$ cat src/rtl/branch_redirect_ctrl_pkg.sv
// ---------------------------------------------------------------------------
// branch_redirect_ctrl_pkg
// Shared definitions for the branch redirect controller and its optional
// branch history table (enabled with the BRANCH_PREDICT_EN macro).
//   state_e    : controller state encoding (IDLE=0, PEND=1, FLUSH=2)
//   CNT_W      : width of the post-handshake flush counter (holds up to 15)
//   BHT_RESET  : reset value of every 2-bit predictor counter (weakly not-taken)
//   sat_update : 2-bit saturating counter step
// ---------------------------------------------------------------------------
package branch_redirect_ctrl_pkg;

  typedef enum logic [1:0] {
    IDLE  = 2'd0,
    PEND  = 2'd1,
    FLUSH = 2'd2
  } state_e;

  localparam int         CNT_W     = 4;
  localparam logic [1:0] BHT_RESET = 2'b01;

  // Count up on taken, down on not-taken, clamping at 3 and 0.
  function automatic logic [1:0] sat_update(input logic [1:0] ctr, input logic taken);
    if (taken) begin
      return (ctr == 2'b11) ? ctr : ctr + 2'b01;
    end
    return (ctr == 2'b00) ? ctr : ctr - 2'b01;
  endfunction

endpackage

$ cat src/rtl/branch_redirect_ctrl_bht_2bit.sv
// ---------------------------------------------------------------------------
// bht_2bit
// Branch history table of 2-bit saturating counters, indexed by
// pc[log2(ENTRIES)+1:2]. Only compiled with BRANCH_PREDICT_EN defined.
// Ports:
//   clk, rst_n    : clock and asynchronous active-low reset (entries -> 2'b01)
//   lookup_pc     : fetch PC to predict
//   pred_taken    : combinational prediction (counter MSB) for lookup_pc
//   update_en     : apply an update on the next rising edge
//   update_pc     : PC of the resolved branch
//   update_taken  : resolved direction
// ---------------------------------------------------------------------------
`ifdef BRANCH_PREDICT_EN
module bht_2bit
  import branch_redirect_ctrl_pkg::*;
#(
  parameter int ENTRIES = 64,
  parameter int XLEN    = 32
) (
  input  logic            clk,
  input  logic            rst_n,
  input  logic [XLEN-1:0] lookup_pc,
  output logic            pred_taken,
  input  logic            update_en,
  input  logic [XLEN-1:0] update_pc,
  input  logic            update_taken
);

  localparam int IDX_W = $clog2(ENTRIES);

  logic [IDX_W-1:0]   lookup_idx;
  logic [IDX_W-1:0]   update_idx;
  logic [ENTRIES-1:0] taken_bits;

  assign lookup_idx = lookup_pc[IDX_W+1:2];
  assign update_idx = update_pc[IDX_W+1:2];

  // One register per entry so every counter can be reset asynchronously.
  genvar gi;
  generate
    for (gi = 0; gi < ENTRIES; gi++) begin : g_entry
      logic [1:0] ctr_reg;

      always_ff @(posedge clk or negedge rst_n) begin
        if (!rst_n) begin
          ctr_reg <= BHT_RESET;
        end else if (update_en && (update_idx == IDX_W'(gi))) begin
          ctr_reg <= sat_update(ctr_reg, update_taken);
        end
      end

      assign taken_bits[gi] = ctr_reg[1];
    end
  endgenerate

  assign pred_taken = taken_bits[lookup_idx];

  logic unused_pc_bits;
  assign unused_pc_bits = ^{lookup_pc[XLEN-1:IDX_W+2], lookup_pc[1:0],
                            update_pc[XLEN-1:IDX_W+2], update_pc[1:0]};

endmodule
`endif

$ cat src/rtl/branch_redirect_ctrl.sv
// ---------------------------------------------------------------------------
// branch_redirect_ctrl
// Turns the EX-stage branch/jump resolution into a registered PC redirect
// request towards fetch (valid/ready), and holds the pipeline flush/stall
// while the redirect is pending plus FLUSH_CYCLES cycles after acceptance.
// Optional macro: BRANCH_PREDICT_EN adds a 2-bit BHT; redirects then only
// happen on mispredicts, and the fall-through target is i_ex_pc+4.
// Ports:
//   i_clk, i_rst_n        : clock, asynchronous active-low reset
//   i_ex_valid            : EX holds a valid instruction
//   i_ex_is_branch        : conditional branch
//   i_ex_is_jump          : JAL/JALR
//   i_branch_taken        : resolved branch condition
//   i_ex_pc, i_target     : EX PC and computed target
//   i_ex_pred_taken       : prediction carried with the instruction (macro only)
//   i_if_pc               : fetch PC for prediction lookup (macro only)
//   i_redirect_ready      : fetch accepts the redirect
//   o_redirect_valid/_pc  : redirect request and new PC (bits [1:0] are 0)
//   o_flush, o_ex_stall   : kill IF/ID, ID/EX; hold EX
//   o_pred_taken          : prediction for i_if_pc (0 without the macro)
// ---------------------------------------------------------------------------
module branch_redirect_ctrl
  import branch_redirect_ctrl_pkg::*;
#(
  parameter int XLEN         = 32,
  parameter int FLUSH_CYCLES = 2,
  parameter int BHT_ENTRIES  = 64
) (
  input  logic            i_clk,
  input  logic            i_rst_n,
  input  logic            i_ex_valid,
  input  logic            i_ex_is_branch,
  input  logic            i_ex_is_jump,
  input  logic            i_branch_taken,
  input  logic [XLEN-1:0] i_ex_pc,
  input  logic [XLEN-1:0] i_target,
  input  logic            i_ex_pred_taken,
  input  logic [XLEN-1:0] i_if_pc,
  input  logic            i_redirect_ready,
  output logic            o_redirect_valid,
  output logic [XLEN-1:0] o_redirect_pc,
  output logic            o_flush,
  output logic            o_ex_stall,
  output logic            o_pred_taken
);

  state_e           state_reg;
  logic [CNT_W-1:0] flush_cnt_reg;
  logic             redirect_valid_reg;
  logic             busy_reg;
  logic [XLEN-1:0]  redirect_pc_reg;

  logic             redirect_req;
  logic [XLEN-1:0]  redirect_target;

`ifdef BRANCH_PREDICT_EN
  logic ex_idle;
  assign ex_idle = (state_reg == IDLE);

  // Only a wrong prediction needs fetch to change course.
  assign redirect_req = i_ex_valid &
                        ((i_ex_is_branch & (i_branch_taken != i_ex_pred_taken)) |
                         (i_ex_is_jump & ~i_ex_pred_taken));
  // A mispredicted not-taken branch resumes at the fall-through PC (wraps mod 2^XLEN).
  assign redirect_target = (i_ex_is_jump | i_branch_taken) ? i_target
                                                           : i_ex_pc + XLEN'(4);

  // Resolutions arriving outside IDLE belong to flushed instructions and
  // must not train the table.
  bht_2bit #(
    .ENTRIES (BHT_ENTRIES),
    .XLEN    (XLEN)
  ) u_bht (
    .clk          (i_clk),
    .rst_n        (i_rst_n),
    .lookup_pc    (i_if_pc),
    .pred_taken   (o_pred_taken),
    .update_en    (ex_idle & i_ex_valid & i_ex_is_branch),
    .update_pc    (i_ex_pc),
    .update_taken (i_branch_taken)
  );
`else
  assign redirect_req    = i_ex_valid & (i_ex_is_jump | (i_ex_is_branch & i_branch_taken));
  assign redirect_target = i_target;
  assign o_pred_taken    = 1'b0;

  logic unused_inputs;
  assign unused_inputs = ^{i_ex_pred_taken, i_if_pc, i_ex_pc, 32'(BHT_ENTRIES)};
`endif

  always_ff @(posedge i_clk or negedge i_rst_n) begin
    if (!i_rst_n) begin
      state_reg          <= IDLE;
      flush_cnt_reg      <= '0;
      redirect_valid_reg <= 1'b0;
      busy_reg           <= 1'b0;
      redirect_pc_reg    <= '0;
    end else begin
      unique case (state_reg)
        IDLE: begin
          if (redirect_req) begin
            state_reg          <= PEND;
            redirect_pc_reg    <= {redirect_target[XLEN-1:2], 2'b00};
            redirect_valid_reg <= 1'b1;
            busy_reg           <= 1'b1;
          end
        end
        PEND: begin
          if (i_redirect_ready) begin
            state_reg          <= FLUSH;
            flush_cnt_reg      <= CNT_W'(FLUSH_CYCLES);
            redirect_valid_reg <= 1'b0;
          end
        end
        FLUSH: begin
          // Leaving on count 1 keeps flush high exactly FLUSH_CYCLES cycles
          // after the handshake cycle.
          if (flush_cnt_reg == CNT_W'(1)) begin
            state_reg     <= IDLE;
            flush_cnt_reg <= '0;
            busy_reg      <= 1'b0;
          end else begin
            flush_cnt_reg <= flush_cnt_reg - CNT_W'(1);
          end
        end
        default: begin
          state_reg          <= IDLE;
          flush_cnt_reg      <= '0;
          redirect_valid_reg <= 1'b0;
          busy_reg           <= 1'b0;
        end
      endcase
    end
  end

  assign o_redirect_valid = redirect_valid_reg;
  assign o_redirect_pc    = redirect_pc_reg;
  assign o_flush          = busy_reg;
  assign o_ex_stall       = busy_reg;

endmodule

$ cat config.mk
export PLATFORM = sky130hd
export DESIGN_NAME = branch_redirect_ctrl
export DESIGN_NICKNAME = d
export VERILOG_FILES = /design/src/rtl/branch_redirect_ctrl_pkg.sv /design/src/rtl/branch_redirect_ctrl_bht_2bit.sv /design/src/rtl/branch_redirect_ctrl.sv
export SDC_FILE = /design/constraint.sdc
export NUM_CORES = 1
export LEC_CHECK = 0
export CORE_AREA = 3 3 69 71
export CTS_CLUSTER_SIZE = 20
export DETAILED_ROUTE_END_ITERATION = 10
export DIE_AREA = 0 0 72 74
export DONT_BUFFER_PORTS = 1
export PLACE_DENSITY = 0.62
export SETUP_SLACK_MARGIN = 0.15
export SLEW_MARGIN = 15
export SYNTH_ARGS = -nofsm -noshare
export SYNTH_HDL_FRONTEND = slang
export SYNTH_SLANG_ARGS = --single-unit
$ cat constraint.sdc
create_clock -name i_clk -period 2.1 [get_ports i_clk]
set_input_delay 0.42 -clock i_clk [delete_from_list [all_inputs] [get_ports i_clk]]
set_output_delay 0.42 -clock i_clk [all_outputs]
set_load 0.1 [all_outputs]
After elaboration in Yosys (flattened, before gate mapping)

Cells that the tools add are included.

Bits in registers: 38
Output and inout port bits: 36
Logic and storage cells: 36

Add/sub/neg operators: 1
Equality and inequality tests: 6
Mux-type cells: 12
Bitwise operators: 6
Reductions and logical operators: 6

Operators with widths:

| operator            | number |
|---|---|
| $pmux 4 s3          | 1 |
| $reduce_and 3->1    | 3 |
| $mux 4              | 2 |
| $mux 2              | 3 |
| $ne 2x2->1 const B  | 3 |
| $pmux 1 s3          | 2 |
| $pmux 2 s3          | 1 |
| $eq 4x1->1 const B  | 1 |
| $reduce_and 2->1    | 2 |
| $sub 4x1->4 const B | 1 |
| $mux 1              | 3 |
| $not 1->1           | 3 |
| $and 1x1->1         | 2 |
| $eq 2x1->1 const B  | 1 |
| $eq 2x2->1 const B  | 1 |
| $logic_not 2->1     | 1 |
| $or 1x1->1          | 1 |

Longest topological paths before layout

Gate-level depths: netlist (run 1).

Depth after elaboration: 5
Mapped depth: 6

Least setup slack after synthesis (run 1)

No wires, ideal clock.

Path type: flip-flop to output port
Start: register busy_reg (netlist: o_ex_stall)
End: output o_flush
Arrival: 1.340 ns
Data required time: 1.680 ns
Setup slack: 0.340 ns
Cell stages (with the launch flop): 2
Path buffers: 1
Cell sequence: dfrtp_1 buf_4

RTL lines:

| what                   | RTL line                    | source |
|---|---|---|
| from (decl)            | branch_redirect_ctrl.sv:50  | `logic busy_reg;` |
| from (signal assigned) | branch_redirect_ctrl.sv:96  | `busy_reg <= 1'b0;` |
| from (signal assigned) | branch_redirect_ctrl.sv:105 | `busy_reg <= 1'b1;` |
| from (signal assigned) | branch_redirect_ctrl.sv:121 | `busy_reg <= 1'b0;` |
| to (decl)              | branch_redirect_ctrl.sv:42  | `output logic o_flush,` |

No word-level cell between the ends.

Worst setup path after layout (run 1)

Start: register flush_cnt_reg[1]
End: register state_reg[0]

Longest elaborated chain between the ends: 3

RTL lines:

| what                              | RTL line                    | source |
|---|---|---|
| from (decl)                       | branch_redirect_ctrl.sv:48  | `logic [CNT_W-1:0] flush_cnt_reg;` |
| from (signal assigned)            | branch_redirect_ctrl.sv:111 | `flush_cnt_reg <= CNT_W'(FLUSH_CYCLES);` |
| from (signal assigned)            | branch_redirect_ctrl.sv:123 | `flush_cnt_reg <= flush_cnt_reg - CNT_W'(1);` |
| $eq 4x1->1                        | branch_redirect_ctrl.sv:118 | `if (flush_cnt_reg == CNT_W'(1)) begin` |
| $ne 2x2->1 (no source line)       | n/a                         |  |
| $reduce_and 3->1 (no source line) | n/a                         |  |
| to (signal assigned)              | branch_redirect_ctrl.sv:110 | `state_reg <= FLUSH;` |
| to (signal assigned)              | branch_redirect_ctrl.sv:119 | `state_reg <= IDLE;` |
| to (signal assigned)              | branch_redirect_ctrl.sv:127 | `state_reg <= IDLE;` |
| to (decl)                         | branch_redirect_ctrl.sv:47  | `state_e state_reg;` |

Every way passes these cells.
A chain may end at the register's enable or synchronous reset.

==> metrics list, run 1 <==
- Overflow left after global routing: 0
- Final Hold Vio Count: 0
- The via count of the first global-routing pass is 1083.
- Flops & latches, synth: 38
* Crit path largest cell delay: 0.50 ns
- The first global-routing pass estimated 4.91 mm of wire.
- The number of different library cells used by synthesis comes to 35.
* Fraction of the core area covered by cells at the end of the flow: 43.7%
- Detailed routing placed a total of 289 um of wire on met3.
- Timing would allow up to 539 MHz.
- The count of nets left with antenna violations once routing finished came out at 0.
* Detailed-routing wirelength on met1: 1.04 mm
* Mean number of vias per cell: 5.48
- Top routing layer in use: met4
- Reported max-cap violation count: 0
* Initial antenna violation count: 0
- DPL Wire Length: 2.29 mm
- Total iterations of the first detailed-routing run: 4
- Post-route DRC: 0
* Total wirelength of the detailed-routed design: 3.02 mm
- # IOs: 140
- Measured against its own limit, the worst slew margin works out to 39.3%.
- Overall fraction of global-route tracks in use: 12.2%
- RSZ-0062 raised after global routing: no
- Leading post-synthesis cells by cell area: dfrtp_1, mux2_2, mux2_1
- Shortest period the worst path allows: 1.86 ns
* Chip width: 72 um
* Area fraction of the dominant cell type after synthesis: 56.4%
* Post-Route Skew: 0.00237 ns
- The initialized floorplan defines 24 standard-cell rows.
- The final layout contains 241 nets.
- The routed design uses 1.67 mm of met2 wire.
- The library cell used most frequently in the layout, excluding fill and tap cells, is dfrtp_1.
- The initial utilization of the core area, before any placement, comes to 39.3%.
* Cell area after synthesis: 0.00169 mm2
* Crit-path slowest cell: a2111oi_0
* Via Count: 1009
* CTS clk-pin slew, worst paths: 0.07 ns
- Sum Neg Setup Slack: 0 ns
- TritonCTS built the clock tree.
- Commonest cells after routing, fill and taps aside: dfrtp_1, mux2_2, inv_1, mux2_1, clkbuf_8
- Die H: 74 um
- Count of routing violations after the opening detailed-route iteration: 50
* Number of H-tree levels: 2
- STA classifies the critical path endpoint as a flop.
* Final-report max-slew violation count: 0
* Pin slew with the least headroom to its limit: 0.910 ns
* YS warnings: 0
- Synth-to-Final Area Change: 11.3%
* CP max FO: 7
- The run finished with clean final reports.
* Max reg flops: 30
- The clock passes through at most 2 buffers.
* Critical path buffers and inverters: 1
- Pin count of the biggest net entering global routing: 39
- Crit-path leading delay family: compound AO/OA/AOI/OAI gates
- Share of synthesized area occupied by flip-flops and latches: 56.4%
- The setup path with the least slack is of type reg -> reg.
- The worst setup path is launched from a flop.
- Fill cell count: 420
- Dividing the detail-routed wire length by the instance count gives 16.4 um.
* Number of buffers inserted by port buffering: 0
* Path category of the worst min-delay check: in -> reg
- The congestion estimate from routability-driven global placement came to 0.775.
- Final cycle utilization of the critical path: 88.3%
* Final setup violating endpoints: 0
- After technology mapping, the gate count stands at 129.
- Endpoint arrival time on the critical path: 2.06 ns
- Insertion delay to the later sink of the worst-skew pair: 0.28 ns
- In the final layout, the share of cells above drive strength 1 is 26.5%.
- Buffers inserted during clock tree synthesis total 5.
- Cell Chain, Critical Path: inv_1 -> ha_1 -> or3b_1 -> a2111oi_0 -> a2bb2oi_1
- Mean post-synth cell area: 13.1 um2
- In this run the clock root is driven by a clkbuf_8.
- In this run the post-CTS setup repair buffer count came out at 0.
- Antenna cell count: 0
* Resized cells post-CTS: 0
* Die outline area: 0.00533 mm2
* Area leader, netlist: dfrtp_1
- Data on the critical path is required at its endpoint by 2.30 ns.
- Counting every sink on the clock net gives 38.
- Core area: 0.00429 mm2
==> cell type report <==
type | count | area, um2 | area share, %
clock buffer | 6 | 82.6 | 4.40
sequential | 38 | 952 | 50.7
timing repair buffer | 5 | 65.1 | 3.47
inverter | 7 | 26.3 | 1.40
multi-input combinational | 75 | 656 | 34.9
clock inverter | 1 | 30.0 | 1.60
tap | 52 | 65.1 | 3.47
==> Yosys cell counts <==
library cell   n
or3_1          2
o211a_1        1
or3b_1         1
nor2_1         3
and2_1         1
a221o_1        1
a311oi_1       1
or2_1          1
dfrtp_1       38
ha_1           5
nand2_1        3
a21oi_1        1
and3b_1        1
mux2_2        23
a21boi_0       1
o22a_1         1
buf_2          4
inv_1          7
clkbuf_1       3
nand2b_1       1
buf_4          4
nand3b_1       1
conb_1         1
o21ai_1        2
o41ai_1        1
nor2b_1        2
o32ai_1        1
nand3_1        1
a31oi_1        1
o31ai_1        1
o21ai_0        3
nor4_1         1
a2111oi_0      2
mux2_1         7
a2bb2oi_1      2
==> per-layer routing <==
layer | up-vias | global-route usage, %
met2 | 51 | 21.0
met4 | 0 | 5.64
met1 | 500 | 12.1
met3 | 2 | 6.76
li1 | 456 | -
met5 | - | 0
==> final timing paths <==
path / endpoint / slack, ns / startpoint / cells after the start
min: o_redirect_pc[14] / 0.27 / i_target[14] / 1
min reg2reg: flush_cnt_reg[2] / 0.52 / flush_cnt_reg[2] / 1
max reg2reg: state_reg[0] / 0.24 / flush_cnt_reg[1] / 5
max: state_reg[0] / 0.24 / flush_cnt_reg[1] / 5
min in group asynchronous: o_redirect_pc[6] / 0.59 / i_rst_n / 2
max in group asynchronous: o_ex_stall / 1.31 / i_rst_n / 2
==> metrics by stage <==
step                instance area [um2]  setup slack [ns]  instances  hold WS, ns
floorplan                          1690             0.340        131        0.124
global placement                   1730             0.256        175        0.125
detailed placement                 1730             0.259        175        0.125
CTS                                1880             0.242        184        0.256
global route                       1880             0.162        184        0.254
finish                             1880             0.245        184        0.267
==> repair_timing <==
| item | 4_1_cts | 5_1_grt |
|---|---|---|
| hold buffers | 2 | 0 |
| endpoints found under the setup margin | 0 | 0 |
| endpoints found under the hold margin | 38 | 0 |
==> cells by family (layout without fill, tap and decap cells) <==
kind of cell	after synthesis	count (layout)	share of synthesized area, %
simple gates	18	18	6.08
mux	30	30	20.0
flops	38	38	56.4
other cells	1	3	0.222
buf+inv	18	19	5.19
compound gates	19	19	8.38
fa+ha+maj	5	5	3.71
Power of run 1 is not shown: default switching activity piles up to over one toggle a cycle in this logic, so the estimate is an artifact.
==> inputs of run 2 (changes only) <==
--- a/config.mk
+++ b/config.mk
@@ -12,6 +12,7 @@
 export DONT_BUFFER_PORTS = 1
 export PLACE_DENSITY = 0.62
 export SETUP_SLACK_MARGIN = 0.15
+export SKIP_CTS_REPAIR_TIMING = 1
 export SLEW_MARGIN = 15
 export SYNTH_ARGS = -nofsm -noshare
 export SYNTH_HDL_FRONTEND = slang
==> metrics list, run 2 (synthesized netlist as in run 1, its figures left out) <==
* Worst setup path class: reg -> reg
* Final setup violating endpoints: 0 (unchanged)
* CTS clk-pin slew, worst paths: 0.07 ns (about the same)
- The final RePlAce weighted congestion came to 0.775 (unchanged).
- The pin count of the biggest net entering global routing is 39 (unchanged).
* Insertion delay to the later sink of the worst-skew pair: 0.28 ns (about the same)
- Antenna cell count: 0 (unchanged)
* Total iterations of the first detailed-routing run: 4 (unchanged)
- TritonCTS clock tree: done
- Layout Cells excl Fill: 184 (unchanged)
- Sum of met2 wire segment lengths after detailed routing: 1.63 mm (-2.0%)
* Detailed-routing wirelength on met1: 1.14 mm (+8.9%)
- Slew headroom: 39.3% (-0.079 points)
- Wire length of the first global-routing pass: 4.87 mm (-0.83%)
* Number of instances in the placed design: 175 (unchanged)
* Endpoint arrival time on the critical path: 2.05 ns (about the same)
- Top routing layer in use: met4
- Worst setup slack for register-to-register paths: 0.26 ns (about the same)
- The clock period minus worst slack is 1.84 ns (-0.0102 ns).
- Category of the worst setup path launch point: flop
- The library cells used most frequently in the layout, excluding fill and tap cells, are dfrtp_1, mux2_2, inv_1, mux2_1, clkbuf_8.
- The number of buffers inserted during clock tree synthesis is 5 (unchanged).
* Wire length on met3: 292 um (+1.0%)
- The H-tree depth is 2 (unchanged).
- The clock tree buffer depth is 2 (unchanged).
- Die outline area: 0.00533 mm2 (unchanged)
- The flow ran to the end, and the final reports show no timing, DRC or antenna violations.
* Max reg flops: 30 (unchanged)
- CP max FO: 7 (unchanged)
* Final Hold Vio Count: 0 (unchanged)
* Vias in the first global route: 1074 (-0.83%)
- The starting density of the core was 39.3% (unchanged).
- Overall fraction of global-route tracks in use: 12.1% (-0.086 points)
* Most common cell after layout, fill and taps aside: dfrtp_1
* Sum Neg Setup Slack: 0 ns (unchanged)
* Post-Route Skew: 0.00284 ns (+0.000470 ns)
* Worst Path Required: 2.30 ns (about the same)
- Final cycle utilization of the critical path: 87.9% (-0.48 points)
* RSZ-0062 raised after global routing: no
- Overflow left after global routing: 0 (unchanged)
- Post-route DRC: 0 (unchanged)
- The floorplan row count is 24 (unchanged).
- # IOs: 140 (unchanged)
* Count of routing violations after the opening detailed-route iteration: 42 (-16%)
- Remaining antenna violation count after routing: 0 (unchanged)
- In this run the worst hold path is classified as in -> reg.
- The die height was 74 um (unchanged).
* Final-report max-slew violation count: 0 (unchanged)
* Number of buffers inserted by port buffering: 0 (unchanged)
- Via Count: 1014 (+0.50%)
- CTS placed an instance of clkbuf_8 at the clock tree root.
- The average vias per placed instance was 5.51 (+0.50%).
- Total number of clock tree sinks: 38 (unchanged)
- The core footprint came to 0.00429 mm2 (unchanged).
- The average wire length per cell after detail routing was 16.8 um (+2.1%).
* Synth-to-Final Area Change: 11.3% (unchanged)
- The detailed placement HPWL is 2.29 mm (unchanged).
* Pin slew with the least headroom to its limit: 0.911 ns (+0.00119 ns)
- The max-capacitance violation count came to 0 (unchanged).
- Net count reported at finish: 241 (unchanged)
* Fill cell count: 421 (+0.24%)
- The initial antenna violation count is 0 (unchanged).
- Top achievable clock speed: 542 MHz (+0.55%)
- The worst setup path is captured at a flop.
- Total wirelength of the detailed-routed design: 3.09 mm (+2.1%)
* Chip width: 72 um (unchanged)
- Share of layout cells above drive strength 1: 26.5% (unchanged)
==> run 2: cell counts in the layout (fill, tap and decap cells not counted) <==
No cell type changed its count.
==> run 2: final timing paths <==
kind / startpoint / to / cells past startpoint
setup / recovery: flush_cnt_reg[1] / state_reg[0] / 5
hold / removal: i_target[14] / o_redirect_pc[14] / 1
setup reg to reg: flush_cnt_reg[1] / state_reg[0] / 5
hold reg to reg: flush_cnt_reg[2] / flush_cnt_reg[2] / 1
max in group asynchronous: i_rst_n / o_ex_stall / 2
min in group asynchronous: i_rst_n / o_redirect_pc[11] / 2
==> run 2: metrics by stage <==
stage          area [um2]  utilization, %  setup WS (ns)  hold WS (ns)
4_1_cts              1850            43.0          0.242        -0.191
6_report             1880            43.7          0.255         0.267
2_1_floorplan        1690               -          0.340         0.124
3_3_place_gp         1730            40.4          0.256         0.125
5_1_grt              1880            43.7          0.162         0.254
3_5_place_dp         1730            40.4          0.259         0.125
==> run 2: critical path, cell delays in order (launching register included) <==
cell,delay [ns]
dfrtp_1,0.39
inv_1,0.08
ha_1,0.14
or3b_1,0.46
a2111oi_0,0.49
a2bb2oi_1,0.20
==> run 2: cell type report <==
class / count / area [um2] / area share, %
tap: 52 / 65.1 / 3.47
inverter: 7 / 26.3 / 1.40
sequential: 38 / 952 / 50.7
timing repair buffer: 5 / 65.1 / 3.47
clock buffer: 6 / 82.6 / 4.40
clock inverter: 1 / 30.0 / 1.60
multi-input combinational: 75 / 656 / 34.9
==> run 2: layer usage <==
layer / vias up / track usage (%)
met2: 53 / 20.9
met3: 2 / 6.76
li1: 456 / -
met1: 503 / 12.0
met5: - / 0
met4: 0 / 5.64
Power of run 2 is left out for the same reason.
